## src/rtl/pcecd_initiator.sv

```systemverilog
// pcecd_initiator: initiator (host) end of the PCE CD drive bus.
// Selects the drive, sends a buffered command block over REQ/ACK and streams
// DATA_IN bytes to the host with backpressure. It then captures STATUS and
// MESSAGE_IN and reports completion once the drive releases BSY.
// Optional build macro: PCECD_INIT_TIMEOUT_EN adds a selection timeout.
// Ports:
//   i_clk, i_rst               clock, async active-high reset
//   i_cmd_wr, i_cmd_byte       command buffer push (IDLE only)
//   i_start, i_bus_reset       transaction start / bus reset request pulses
//   o_busy, o_done, o_error    progress, end pulse, error of last transaction
//   o_status, o_message        captured STATUS / MESSAGE_IN bytes
//   o_data, o_data_valid,
//   i_data_ready               DATA_IN byte stream to the host
//   i_bsy..i_io, i_db          target bus inputs (already synchronous)
//   o_sel, o_ack, o_rst, o_db  initiator bus outputs
module pcecd_initiator #(
    parameter int unsigned CMD_MAX     = 10,
    parameter int unsigned SEL_TIMEOUT = 1024,
    parameter int unsigned RST_CYCLES  = 16
) (
    input  logic       i_clk,
    input  logic       i_rst,
    input  logic       i_cmd_wr,
    input  logic [7:0] i_cmd_byte,
    input  logic       i_start,
    input  logic       i_bus_reset,
    output logic       o_busy,
    output logic       o_done,
    output logic       o_error,
    output logic [7:0] o_status,
    output logic [7:0] o_message,
    output logic [7:0] o_data,
    output logic       o_data_valid,
    input  logic       i_data_ready,
    input  logic       i_bsy,
    input  logic       i_req,
    input  logic       i_msg,
    input  logic       i_cd,
    input  logic       i_io,
    input  logic [7:0] i_db,
    output logic       o_sel,
    output logic       o_ack,
    output logic       o_rst,
    output logic [7:0] o_db
);

    localparam int unsigned CNT_W = $clog2(CMD_MAX + 1);
    localparam int unsigned RST_W = $clog2(RST_CYCLES + 1);
`ifdef PCECD_INIT_TIMEOUT_EN
    localparam int unsigned TO_W  = $clog2(SEL_TIMEOUT + 1);
`endif

    typedef enum logic [2:0] {
        S_IDLE,
        S_SELECT,
        S_PHASE,
        S_WAITREQ,
        S_DONE,
        S_BUSRST
    } state_t;

    state_t             r_state, w_state_nx;
    logic [7:0]         r_buf [CMD_MAX];
    logic [CNT_W-1:0]   r_count, w_count_nx;
    logic [CNT_W-1:0]   r_idx, w_idx_nx;
    logic               r_err_sticky, w_err_sticky_nx;
    logic               r_msg_seen, w_msg_seen_nx;
    logic [RST_W-1:0]   r_rst_cnt, w_rst_cnt_nx;
`ifdef PCECD_INIT_TIMEOUT_EN
    logic [TO_W-1:0]    r_sel_cnt, w_sel_cnt_nx;
`endif
    logic               r_sel, w_sel_nx;
    logic               r_ack, w_ack_nx;
    logic               r_bus_rst, w_bus_rst_nx;
    logic [7:0]         r_db, w_db_nx;
    logic               r_busy, w_busy_nx;
    logic               r_done, w_done_nx;
    logic               r_error, w_error_nx;
    logic [7:0]         r_status, w_status_nx;
    logic [7:0]         r_message, w_message_nx;
    logic [7:0]         r_data, w_data_nx;
    logic               r_data_valid, w_data_valid_nx;
    logic               w_cmd_accept;

    // Command writes land only while idle and the buffer has room.
    assign w_cmd_accept = i_cmd_wr && (r_state == S_IDLE) && (r_count < CNT_W'(CMD_MAX));

    // Next-state and next-output logic.
    always_comb begin
        w_state_nx      = r_state;
        w_count_nx      = r_count;
        w_idx_nx        = r_idx;
        w_err_sticky_nx = r_err_sticky;
        w_msg_seen_nx   = r_msg_seen;
        w_rst_cnt_nx    = r_rst_cnt;
`ifdef PCECD_INIT_TIMEOUT_EN
        w_sel_cnt_nx    = r_sel_cnt;
`endif
        w_sel_nx        = r_sel;
        w_ack_nx        = r_ack;
        w_bus_rst_nx    = r_bus_rst;
        w_db_nx         = r_db;
        w_done_nx       = 1'b0;
        w_error_nx      = r_error;
        w_status_nx     = r_status;
        w_message_nx    = r_message;
        w_data_nx       = r_data;
        w_data_valid_nx = r_data_valid;

        if (w_cmd_accept) begin
            w_count_nx = r_count + CNT_W'(1);
        end

        // Host handshake frees the output byte.
        if (r_data_valid && i_data_ready) begin
            w_data_valid_nx = 1'b0;
        end

        case (r_state)
            S_IDLE: begin
                if (i_bus_reset) begin
                    w_state_nx   = S_BUSRST;
                    w_bus_rst_nx = 1'b1;
                    w_rst_cnt_nx = '0;
                    w_sel_nx     = 1'b0;
                    w_ack_nx     = 1'b0;
                    w_db_nx      = 8'h00;
                    w_count_nx   = '0;
                end else if (i_start && (r_count != '0)) begin
                    w_state_nx      = S_SELECT;
                    w_sel_nx        = 1'b1;
                    w_error_nx      = 1'b0;
                    w_err_sticky_nx = 1'b0;
                    w_msg_seen_nx   = 1'b0;
                    w_idx_nx        = '0;
`ifdef PCECD_INIT_TIMEOUT_EN
                    w_sel_cnt_nx    = '0;
`endif
                end
            end

            S_SELECT: begin
                if (i_bsy) begin
                    w_sel_nx   = 1'b0;
                    w_state_nx = S_PHASE;
                end
`ifdef PCECD_INIT_TIMEOUT_EN
                else if (r_sel_cnt == TO_W'(SEL_TIMEOUT - 1)) begin
                    w_sel_nx   = 1'b0;
                    w_error_nx = 1'b1;
                    w_done_nx  = 1'b1;
                    w_state_nx = S_DONE;
                end else begin
                    w_sel_cnt_nx = r_sel_cnt + TO_W'(1);
                end
`endif
            end

            S_PHASE: begin
                if (!i_bsy) begin
                    w_state_nx = S_DONE;
                    w_done_nx  = 1'b1;
                    w_error_nx = r_err_sticky || !r_msg_seen;
                end else if (i_req) begin
                    case ({i_msg, i_cd, i_io})
                        3'b010: begin
                            // Target asking past the buffered length gets zeros.
                            w_ack_nx   = 1'b1;
                            w_state_nx = S_WAITREQ;
                            if (r_idx < r_count) begin
                                w_db_nx  = r_buf[r_idx];
                                w_idx_nx = r_idx + CNT_W'(1);
                            end else begin
                                w_db_nx         = 8'h00;
                                w_err_sticky_nx = 1'b1;
                            end
                        end
                        3'b001: begin
                            // Stall with ACK low until the host drains the byte.
                            if (!r_data_valid) begin
                                w_data_nx       = i_db;
                                w_data_valid_nx = 1'b1;
                                w_ack_nx        = 1'b1;
                                w_db_nx         = 8'h00;
                                w_state_nx      = S_WAITREQ;
                            end
                        end
                        3'b011: begin
                            w_status_nx = i_db;
                            w_ack_nx    = 1'b1;
                            w_db_nx     = 8'h00;
                            w_state_nx  = S_WAITREQ;
                        end
                        3'b111: begin
                            w_message_nx  = i_db;
                            w_msg_seen_nx = 1'b1;
                            w_ack_nx      = 1'b1;
                            w_db_nx       = 8'h00;
                            w_state_nx    = S_WAITREQ;
                        end
                        default: begin
                            w_ack_nx        = 1'b1;
                            w_db_nx         = 8'h00;
                            w_err_sticky_nx = 1'b1;
                            w_state_nx      = S_WAITREQ;
                        end
                    endcase
                end
            end

            S_WAITREQ: begin
                if (!i_req) begin
                    w_ack_nx   = 1'b0;
                    w_db_nx    = 8'h00;
                    w_state_nx = S_PHASE;
                end
            end

            S_DONE: begin
                w_count_nx = '0;
                w_state_nx = S_IDLE;
            end

            S_BUSRST: begin
                w_data_valid_nx = 1'b0;
                w_count_nx      = '0;
                if (r_rst_cnt == RST_W'(RST_CYCLES - 1)) begin
                    w_bus_rst_nx = 1'b0;
                    w_state_nx   = S_IDLE;
                end else begin
                    w_rst_cnt_nx = r_rst_cnt + RST_W'(1);
                end
            end

            default: begin
                w_state_nx = S_IDLE;
            end
        endcase

        w_busy_nx = (w_state_nx != S_IDLE);
    end

    // State and registered outputs.
    always_ff @(posedge i_clk or posedge i_rst) begin
        if (i_rst) begin
            r_state      <= S_IDLE;
            r_count      <= '0;
            r_idx        <= '0;
            r_err_sticky <= 1'b0;
            r_msg_seen   <= 1'b0;
            r_rst_cnt    <= '0;
`ifdef PCECD_INIT_TIMEOUT_EN
            r_sel_cnt    <= '0;
`endif
            r_sel        <= 1'b0;
            r_ack        <= 1'b0;
            r_bus_rst    <= 1'b0;
            r_db         <= 8'h00;
            r_busy       <= 1'b0;
            r_done       <= 1'b0;
            r_error      <= 1'b0;
            r_status     <= 8'h00;
            r_message    <= 8'h00;
            r_data       <= 8'h00;
            r_data_valid <= 1'b0;
        end else begin
            r_state      <= w_state_nx;
            r_count      <= w_count_nx;
            r_idx        <= w_idx_nx;
            r_err_sticky <= w_err_sticky_nx;
            r_msg_seen   <= w_msg_seen_nx;
            r_rst_cnt    <= w_rst_cnt_nx;
`ifdef PCECD_INIT_TIMEOUT_EN
            r_sel_cnt    <= w_sel_cnt_nx;
`endif
            r_sel        <= w_sel_nx;
            r_ack        <= w_ack_nx;
            r_bus_rst    <= w_bus_rst_nx;
            r_db         <= w_db_nx;
            r_busy       <= w_busy_nx;
            r_done       <= w_done_nx;
            r_error      <= w_error_nx;
            r_status     <= w_status_nx;
            r_message    <= w_message_nx;
            r_data       <= w_data_nx;
            r_data_valid <= w_data_valid_nx;
        end
    end

    // Command byte storage; the count register decides which entries are live.
    always_ff @(posedge i_clk or posedge i_rst) begin
        if (i_rst) begin
            for (int i = 0; i < int'(CMD_MAX); i++) begin
                r_buf[i] <= 8'h00;
            end
        end else if (w_cmd_accept) begin
            r_buf[r_count] <= i_cmd_byte;
        end
    end

    assign o_busy       = r_busy;
    assign o_done       = r_done;
    assign o_error      = r_error;
    assign o_status     = r_status;
    assign o_message    = r_message;
    assign o_data       = r_data;
    assign o_data_valid = r_data_valid;
    assign o_sel        = r_sel;
    assign o_ack        = r_ack;
    assign o_rst        = r_bus_rst;
    assign o_db         = r_db;

endmodule

```

## config.mk

```make
export PLATFORM = sky130hd
export DESIGN_NAME = pcecd_initiator
export DESIGN_NICKNAME = d
export VERILOG_FILES = /design/src/rtl/pcecd_initiator.sv
export SDC_FILE = /design/constraint.sdc
export NUM_CORES = 1
export LEC_CHECK = 0
export ABC_AREA = 1
export CORE_ASPECT_RATIO = 1.2
export CORE_MARGIN = 10
export CORE_UTILIZATION = 50
export CTS_CLUSTER_DIAMETER = 200
export DETAILED_ROUTE_END_ITERATION = 7
export HOLD_SLACK_MARGIN = 0.02
export PLACE_DENSITY = 0.86
export SKIP_CTS_REPAIR_TIMING = 1
export SLEW_MARGIN = 10
export SYNTH_ARGS = -nofsm -noshare
export SYNTH_HDL_FRONTEND = slang
export SYNTH_SLANG_ARGS = --single-unit
```

## constraint.sdc

```tcl
create_clock -name i_clk -period 4.2 [get_ports i_clk]
set_input_delay 0.84 -clock i_clk [delete_from_list [all_inputs] [get_ports i_clk]]
set_output_delay 0.84 -clock i_clk [all_outputs]
set_load 0.02 [all_outputs]
```

# Word-level counts from Yosys, hierarchy flattened
# Index checks and enable logic that the tools add are counted.
totals:
  output_inout_bits: 39
  word_cells: 164
  in_bits: 27
  regBits: 137
classes:
  order_cmp: 5
  muxes: 72
  reduce_logical: 27
  addsub: 3
  n_bitwise: 3
  eq_ne: 27
op_table:
  columns: ["cell", "count"]
  rows:
  - ["80-bit bitwise mux", 1]
  - ["8-bit two-way mux", 9]
  - ["8-bit binary-select mux with 4-bit select", 1]
  - ["8-bit demux with 4-bit select", 1]
  - ["4-bit two-way mux", 8]
  - ["1-bit two-way mux", 27]
  - ["3-bit two-way mux", 9]
  - ["8-bit case mux with 3 select lines", 1]
  - ["2-bit != test (second input constant)", 11]
  - ["4-bit case mux with 2 select lines", 2]
  - ["8-bit case mux with 2 select lines", 1]
  - ["3-bit case mux with 5 select lines", 1]
  - ["1-bit case mux with 2 select lines", 7]
  - ["7-bit AND reduction", 2]
  - ["3-bit by 2-bit equality test with 1-bit output (second input constant)", 4]
  - ["4-bit AND reduction", 3]
  - ["6-bit AND reduction", 2]
  - ["5-bit greater-or-equal comparator (second input constant)", 2]
  - ["5-bit two-way mux", 2]
  - ["4-bit NOT with 5-bit output", 2]
  - ["5-bit case mux with 2 select lines", 1]
  - ["3-bit equality test (second input constant)", 3]
  - ["3-bit AND reduction", 3]
  - ["4-bit by 1-bit adder with 4-bit output (second input constant)", 2]
  - ["21 further kinds", 32]

# Logic depth before layout (Yosys ltp)
# Gate-level depths: netlist of run 1.
depth:
  ltp_word: 9
  depth_mapped: 11
  ltp_nobuf: 10

# Worst setup path after synthesis of run 1
# No wires, ideal clock.
synth_path:
  kind: "input to register"
  startpoint: "input port i_msg"
  endpoint: "register r_message[0], in the netlist o_message[0]"
  setup_ps: 126
  cell_stages: 6
  required_time_ps: 4074
  path_slack_ps: 2547
  arrival_ps: 1527
  path_buffers: 1
  cell_sequence: "nand3_1 o21ai_1 nand3_4 buf_6 nand2_1 o21ai_0"
synth_via:
  elab_chain_cells: 2
synth_lines:
  columns: ["element", "line_no", "source"]
  rows:
  - ["start: declaration", "37", "input logic i_msg,"]
  - ["3-bit equality test", "165", "case ({i_msg, i_cd, i_io})"]
  - ["4-bit AND reduction (no source line)", null, null]
  - ["end signal: assignment", "284", "r_message <= w_message_nx;"]
  - ["end: declaration", "80", "logic [7:0] r_message, w_message_nx;"]
# Every way passes these cells.
# A chain may end at the register's enable or synchronous reset.

# Worst setup path after layout of run 1
layout_path:
  startpoint: "register r_idx[1]"
  endpoint: "register r_db[0], in the netlist o_db[0]"
layout_via:
  elab_chain_cells: 9
  word_cells_on_any_way: 10
  cone_classes: "order compare: 1; mux: 8; bitwise: 1"
layout_lines:
  columns: ["element", "line_no", "source"]
  rows:
  - ["start: declaration", "65", "logic [CNT_W-1:0] r_idx, w_idx_nx;"]
  - ["start signal: assignment", "269", "r_idx <= w_idx_nx;"]
  - ["4-bit NOT with 5-bit output (implied by the code)", "171", "w_db_nx = r_buf[r_idx];"]
  - ["8-bit binary-select mux with 4-bit select", "171", null]
  - ["8-bit two-way mux (implied by the code) (2 in series)", "171", null]
  - ["8-bit two-way mux (*)", "170", "if (r_idx < r_count) begin"]
  - ["8-bit case mux with 2 select lines (*)", "165", null]
  - ["8-bit two-way mux (*)", "164", "end else if (i_req) begin"]
  - ["8-bit two-way mux (*)", "160", "if (!i_bsy) begin"]
  - ["8-bit case mux with 3 select lines (*)", "119", "case (r_state)"]
  - ["end signal: assignment", "279", "r_db <= w_db_nx;"]
  - ["end: declaration", "75", "logic [7:0] r_db, w_db_nx;"]
# Every way passes the cells marked *; elsewhere a longest branch is shown, timed or not. The select of a mux whose other input is x is not followed.

==> results of run 1 <==
[placed cells by master, fill, tap and decap left out, types with 8 or more instances in the layout]
cell type and count:
nand3_1 77, nand2_1 244, dfrtp_1 137, ha_1 10, nor2_1 23, o21ai_0 49, inv_1 47, a21oi_1 10
o21ai_1 71, clkbuf_16 17, o21ai_2 8, clkdlybuf4s50_1 65
[through the flow]
step | hold WS (ps) | worst slack (ps) | std cells
floorplan | 453 | 1650 | 755
global placement | 459 | 1780 | 959
detailed placement | 460 | 1730 | 959
CTS | 471 | 1910 | 991
global route | 499 | 1770 | 991
finish | 465 | 1880 | 991
[how the worst min path moves through the flow]
stage                      to  cells after the start
floorplan           r_buf[48]                      2
global placement      o_db[4]                      2
detailed placement    o_db[4]                      2
CTS                   o_db[4]                      2
global route        r_buf[35]                      2
finish                o_db[4]                      2
[kinds of logic after synthesis]
group,share of synthesized area [%]
and+or+nand+nor,27.6
adders and majority gates,1.93
AOI/OAI and AO/OA,11.7
DFF,52.9
buffers and inverters,5.80
[worst register-to-register path, cell delays in order, from the launching register on]
cell,delay (ps)
dfrtp_1,940
inv_1,590
nand3_1,260
nand3_1,120
nand3_1,190
nand3_1,90
nand2_1,80
[report_power, final]
part	internal [mW]	leakage, nW	switching (mW)
combinational	0.524	1.51	0.934
clock	0.955	0.294	0.587
sequential	1.62	1.85	0.197
total	3.10	3.65	1.72
[routing by layer]
layer  track usage [%]  share of wire (%)  routed length (um)  up-vias
met5                 0                  0                   0        -
met4              11.6                5.4                 903        0
met3              3.68                6.5                1080       69
met2              31.4                 50                8310      226
met1              23.0                 38                6410     2680
li1                  -                  -                   -     2607
[flip-flops by register name, indices dropped and copies added, names as in the netlist]
register,flops
r_buf,80
o_data,8
o_db,8
o_message,8
o_status,8
r_rst_cnt,5
r_count,4
r_idx,4
r_state,3
o_ack,1
o_busy,1
o_data_valid,1
o_done,1
o_error,1
o_rst,1
o_sel,1
r_err_sticky,1
r_msg_seen,1
[final cells by class]
| type | count | area share, % |
|---|---|---|
| flip-flops and latches | 137 | 43.8 |
| repair buffers | 68 | 8.76 |
| well taps | 164 | 2.62 |
| inverters | 56 | 2.83 |
| multi-input cells | 534 | 34.1 |
| clock buffers | 19 | 5.66 |
| clock inverters | 13 | 2.19 |
==> results.json, run 1 <==
{
  "setup_viol": 0,
  "nets": 851,
  "fin_crit_ps": 2320,
  "regArea_um2": 3430,
  "synth_edf_count": 0,
  "multiInputGateArea_um2": 2670,
  "synth_top_cell_area_share_pct": 52.9,
  "netlist_top_cells_count": "nand2_1, dfrtp_1, nand3_1",
  "crit_chain": "inv_1 > nand3_1 > nand3_1 > nand3_1 > nand3_1 > nand2_1",
  "reg2reg_to": "o_db[0]",
  "diodes": 0,
  "syn_nets": 792,
  "worstSetupPathType": "reg2reg",
  "grt_pass1_vias": 5371,
  "slowest_stage": "dfrtp_1",
  "fin_tns_setup_ps": 0,
  "regToRegStartpoint": "r_idx[1]",
  "fillers": 992,
  "cts_buffers": 17,
  "drt_pass1_iterations": 6,
  "ys_seq_elements": 137,
  "drv_cap": 0,
  "synth_top_area_cell": "dfrtp_1",
  "leakage_nw": 3.65,
  "ant_nets": 0,
  "min_from": "o_db[4]",
  "grtUsageTotal_pct": 19.2,
  "critPathTopFamily": "flip-flops",
  "syn_area_um2": 6480,
  "cp.depth": 6,
  "hold_viol": 0,
  "clk_pin_slew_ps": 60,
  "synth_cells": 755,
  "initial_core_util_pct": 51.1,
  "grt-ovfl-total": 0,
  "cts_sinks": 137,
  "cp_data_required_time_ps": 4560,
  "area_growth_pct": 20.9,
  "synth_area_leaders": "dfrtp_1, nand2_1, nand3_1",
  "htree_levels": 4,
  "drc": 0,
  "status": "finished, final reports clean",
  "slowest_delay_ps": 940,
  "hpwl_mm": 10.5,
  "critPathCaptureType": "flip-flop",
  "drt_iter0_markers": 682,
  "max_slew.worst_pin.slew_ps": 914,
  "coreArea_um2": 12700,
  "antenna_found_initial": 0,
  "die_h_um": 145,
  "ir_drop_mv": 0.330,
  "cts_tree": "yes",
  "grt_max_degree": 138,
  "cp-start-kind": "flip-flop",
  "crit_top_cell": "nand3_1",
  "crit_start": "r_idx[1]",
  "reg2regPathDepth": 6,
  "ios": 66,
  "critPathBufInv": 1,
  "cts-root-buf": "clkbuf_16",
  "insertion_delay_ps": 420,
  "placed_area_um2": 7210,
  "std_cell_rows": 45,
  "worstHoldPathType": "reg2reg",
  "synth_ff_type": "dfrtp_1",
  "place.gp.congestion": 0.915,
  "cellPowerDensity_nw_per_um2": 615,
  "fmax_ghz": 0.431,
  "grt_pass1_wl_mm": 27.2,
  "r2r_setup_slack_ps": 1880,
  "rsz0062_at_grt": "false",
  "vias": 5582,
  "clock_path_buffers": 2,
  "wl_per_cell_um": 16.8,
  "yosysWarnings": 0,
  "die-area_um2": 17900,
  "worstPathArrival_ps": 2690,
  "async_reset_ff_share_pct": 100,
  "avgViaCountPerCell": 5.63,
  "power_mw": 4.81,
  "synth-seq-area-share_pct": 52.9,
  "synth.most_common_cell": "nand2_1",
  "slew_violations": 0,
  "drive_gt1_share_pct": 9.07,
  "post-route-period-util_pct": 55.3,
  "slew-limit-headroom_pct": 39.1,
  "die_w_um": 124,
  "finalClockSkew_ps": 8.20,
  "portBuffers": 65,
  "wl_mm": 16.7,
  "synth.avg_cell_area_um2": 8.58,
  "final_area_um2": 7830,
  "crit_path_max_fanout": 23,
  "utilization_pct": 61.8,
  "endpoint": "o_db[0]",
  "ys_types": 36
}
(Power assumes the default switching activity.)
==> run 2, diff against run 1 <==
==> constraint.sdc (replaced) <==
create_clock -name i_clk -period 1.9 [get_ports i_clk]
set_input_delay 0.38 -clock i_clk [delete_from_list [all_inputs] [get_ports i_clk]]
set_output_delay 0.38 -clock i_clk [all_outputs]
set_load 0.02 [all_outputs]
==> results.json, run 2 (synthesis results as in run 1) <==
{
  "status": "finished, final reports clean",
  "r2r_setup_slack_ps": 110,
  "drive_gt1_share_pct": 12.3,
  "critPathBufInv": 1,
  "coreArea_um2": 12700,
  "p_int_mw": 7.14,
  "grtUsageTotal_pct": 20.8,
  "max_slew.worst_pin.slew_ps": 506,
  "slowest_stage": "clkdlybuf4s50_1",
  "crit_chain": "clkdlybuf4s50_1",
  "avgViaCountPerCell": 5.69,
  "vias": 5789,
  "clk_pin_slew_ps": 60,
  "wl_per_cell_um": 18.0,
  "diodes": 0,
  "leakage_nw": 3.82,
  "ir_drop_mv": 0.792,
  "drt_iter0_markers": 776,
  "cts_sinks": 137,
  "post-route-period-util_pct": 98.1,
  "area_growth_pct": 25.7,
  "finalClockSkew_ps": 7.48,
  "holdWs_ps": 411,
  "worstSetupPathType": "reg2out",
  "cp_data_required_time_ps": 1520,
  "initial_core_util_pct": 51.1,
  "fin_tns_setup_ps": 0,
  "critPathTopFamily": "buffers and inverters",
  "drt_pass1_iterations": 6,
  "final_common_cell": "nand2_1",
  "slowest_delay_ps": 660,
  "fin_crit_ps": 1860,
  "reg2reg_to": "r_buf[73]",
  "grt_pass1_vias": 5730,
  "reg2regPathDepth": 9,
  "worst_slack_ps": 35.6,
  "swShare_pct": 35.6,
  "wl_mm": 18.4,
  "dpl.cell_count": 981,
  "regToRegStartpoint": "r_state[2]",
  "ant_nets": 0,
  "largest_reg_flops": 80,
  "placed_area_um2": 7440,
  "setup_viol": 0,
  "p_clk_share_pct": 31.2,
  "utilization_pct": 64.2,
  "power_mw": 11.1,
  "slew-limit-headroom_pct": 66.2,
  "finalNonFillerCells": 1018,
  "hpwl_mm": 11.3,
  "cp-start-kind": "flip-flop",
  "cts-root-buf": "clkbuf_16",
  "final_area_um2": 8140,
  "portBuffers": 65,
  "worstPathArrival_ps": 1480,
  "cts_buffers": 17,
  "p_comb_share_pct": 32.7,
  "p_sw_mw": 3.95,
  "place.gp.congestion": 0.858,
  "drc": 0,
  "p_seq_share_pct": 36.1,
  "critPathCaptureType": "output port",
  "place_ws_ps": -30.9,
  "grt_pass1_wl_mm": 29.4,
  "ios": 66,
  "cts_tree": "yes",
  "fmax_ghz": 0.536,
  "die-area_um2": 17900,
  "hold_viol": 0,
  "slew_violations": 0,
  "grt-ovfl-total": 0,
  "htree_levels": 4,
  "largest_register": "r_buf",
  "cellPowerDensity_nw_per_um2": 1360,
  "die_w_um": 124,
  "grt_max_degree": 94,
  "std_cell_rows": 45,
  "insertion_delay_ps": 420,
  "worstHoldPathType": "in2async",
  "clock_path_buffers": 2,
  "antenna_found_initial": 0,
  "final_cell_mix": "nand2_1, dfrtp_1, nand3_1",
  "drv_cap": 0,
  "crit_path_max_fanout": 2,
  "die_h_um": 145,
  "nets": 878
}
## run 2: cell types whose count changed in the layout (fill, tap and decap cells not counted), sizes merged
| cell | previous run | this run |
|---|---|---|
| buf | 3 | 29 |
| bufinv | 3 | 4 |
| clkbuf | 19 | 20 |
| clkinvlp | 3 | 2 |
| inv | 54 | 53 |
| nand3 | 85 | 86 |
## run 2: area by class of cell
cell class / count / area [um^2]
Fill cell: 943 / 4530
Timing Repair Buffer: 94 / 956
Sequential cell: 137 / 3430
Clock inverter: 12 / 174
Tap cell: 164 / 205
Inverter: 56 / 221
Multi-Input combinational cell: 535 / 2710
Clock buffer: 20 / 447
## run 2: tightest hold or removal path, stage by stage
cell and delay (ps):
clkdlybuf4s50_1 440, clkinvlp_4 130, buf_12 240
## run 2: worst max path at each step
| stage | start | endpoint | cells past startpoint |
|---|---|---|---|
| global placement | i_bsy | o_db[5] | 7 |
| global route | r_rst_cnt[0] | o_busy | 9 |
| finish | o_db[3] | o_db[3] | 1 |
| CTS | o_db[3] | o_db[3] | 1 |
| floorplan | i_rst | o_ack | 1 |
| detailed placement | i_bsy | o_db[6] | 7 |
## run 2: power by group through the flow
| stage | clock network, mW | registers (mW) | logic [mW] |
|---|---|---|---|
| CTS | 3.48 | 3.98 | 3.50 |
| floorplan | 0 | 4.17 | 2.00 |
| detailed placement | 0 | 4.01 | 3.40 |
| global route | 3.62 | 4.07 | 3.96 |
| finish | 3.46 | 4.00 | 3.63 |
| global placement | 0 | 3.98 | 3.28 |
## run 2: routing by layer
metal | global-route usage [%] | wire length (um) | share of wire (%)
met5 | 0 | 0 | 0
met3 | 4.03 | 1270 | 6.9
met2 | 34.9 | 9420 | 51
met1 | 24.8 | 6950 | 38
met4 | 10.3 | 719 | 3.9
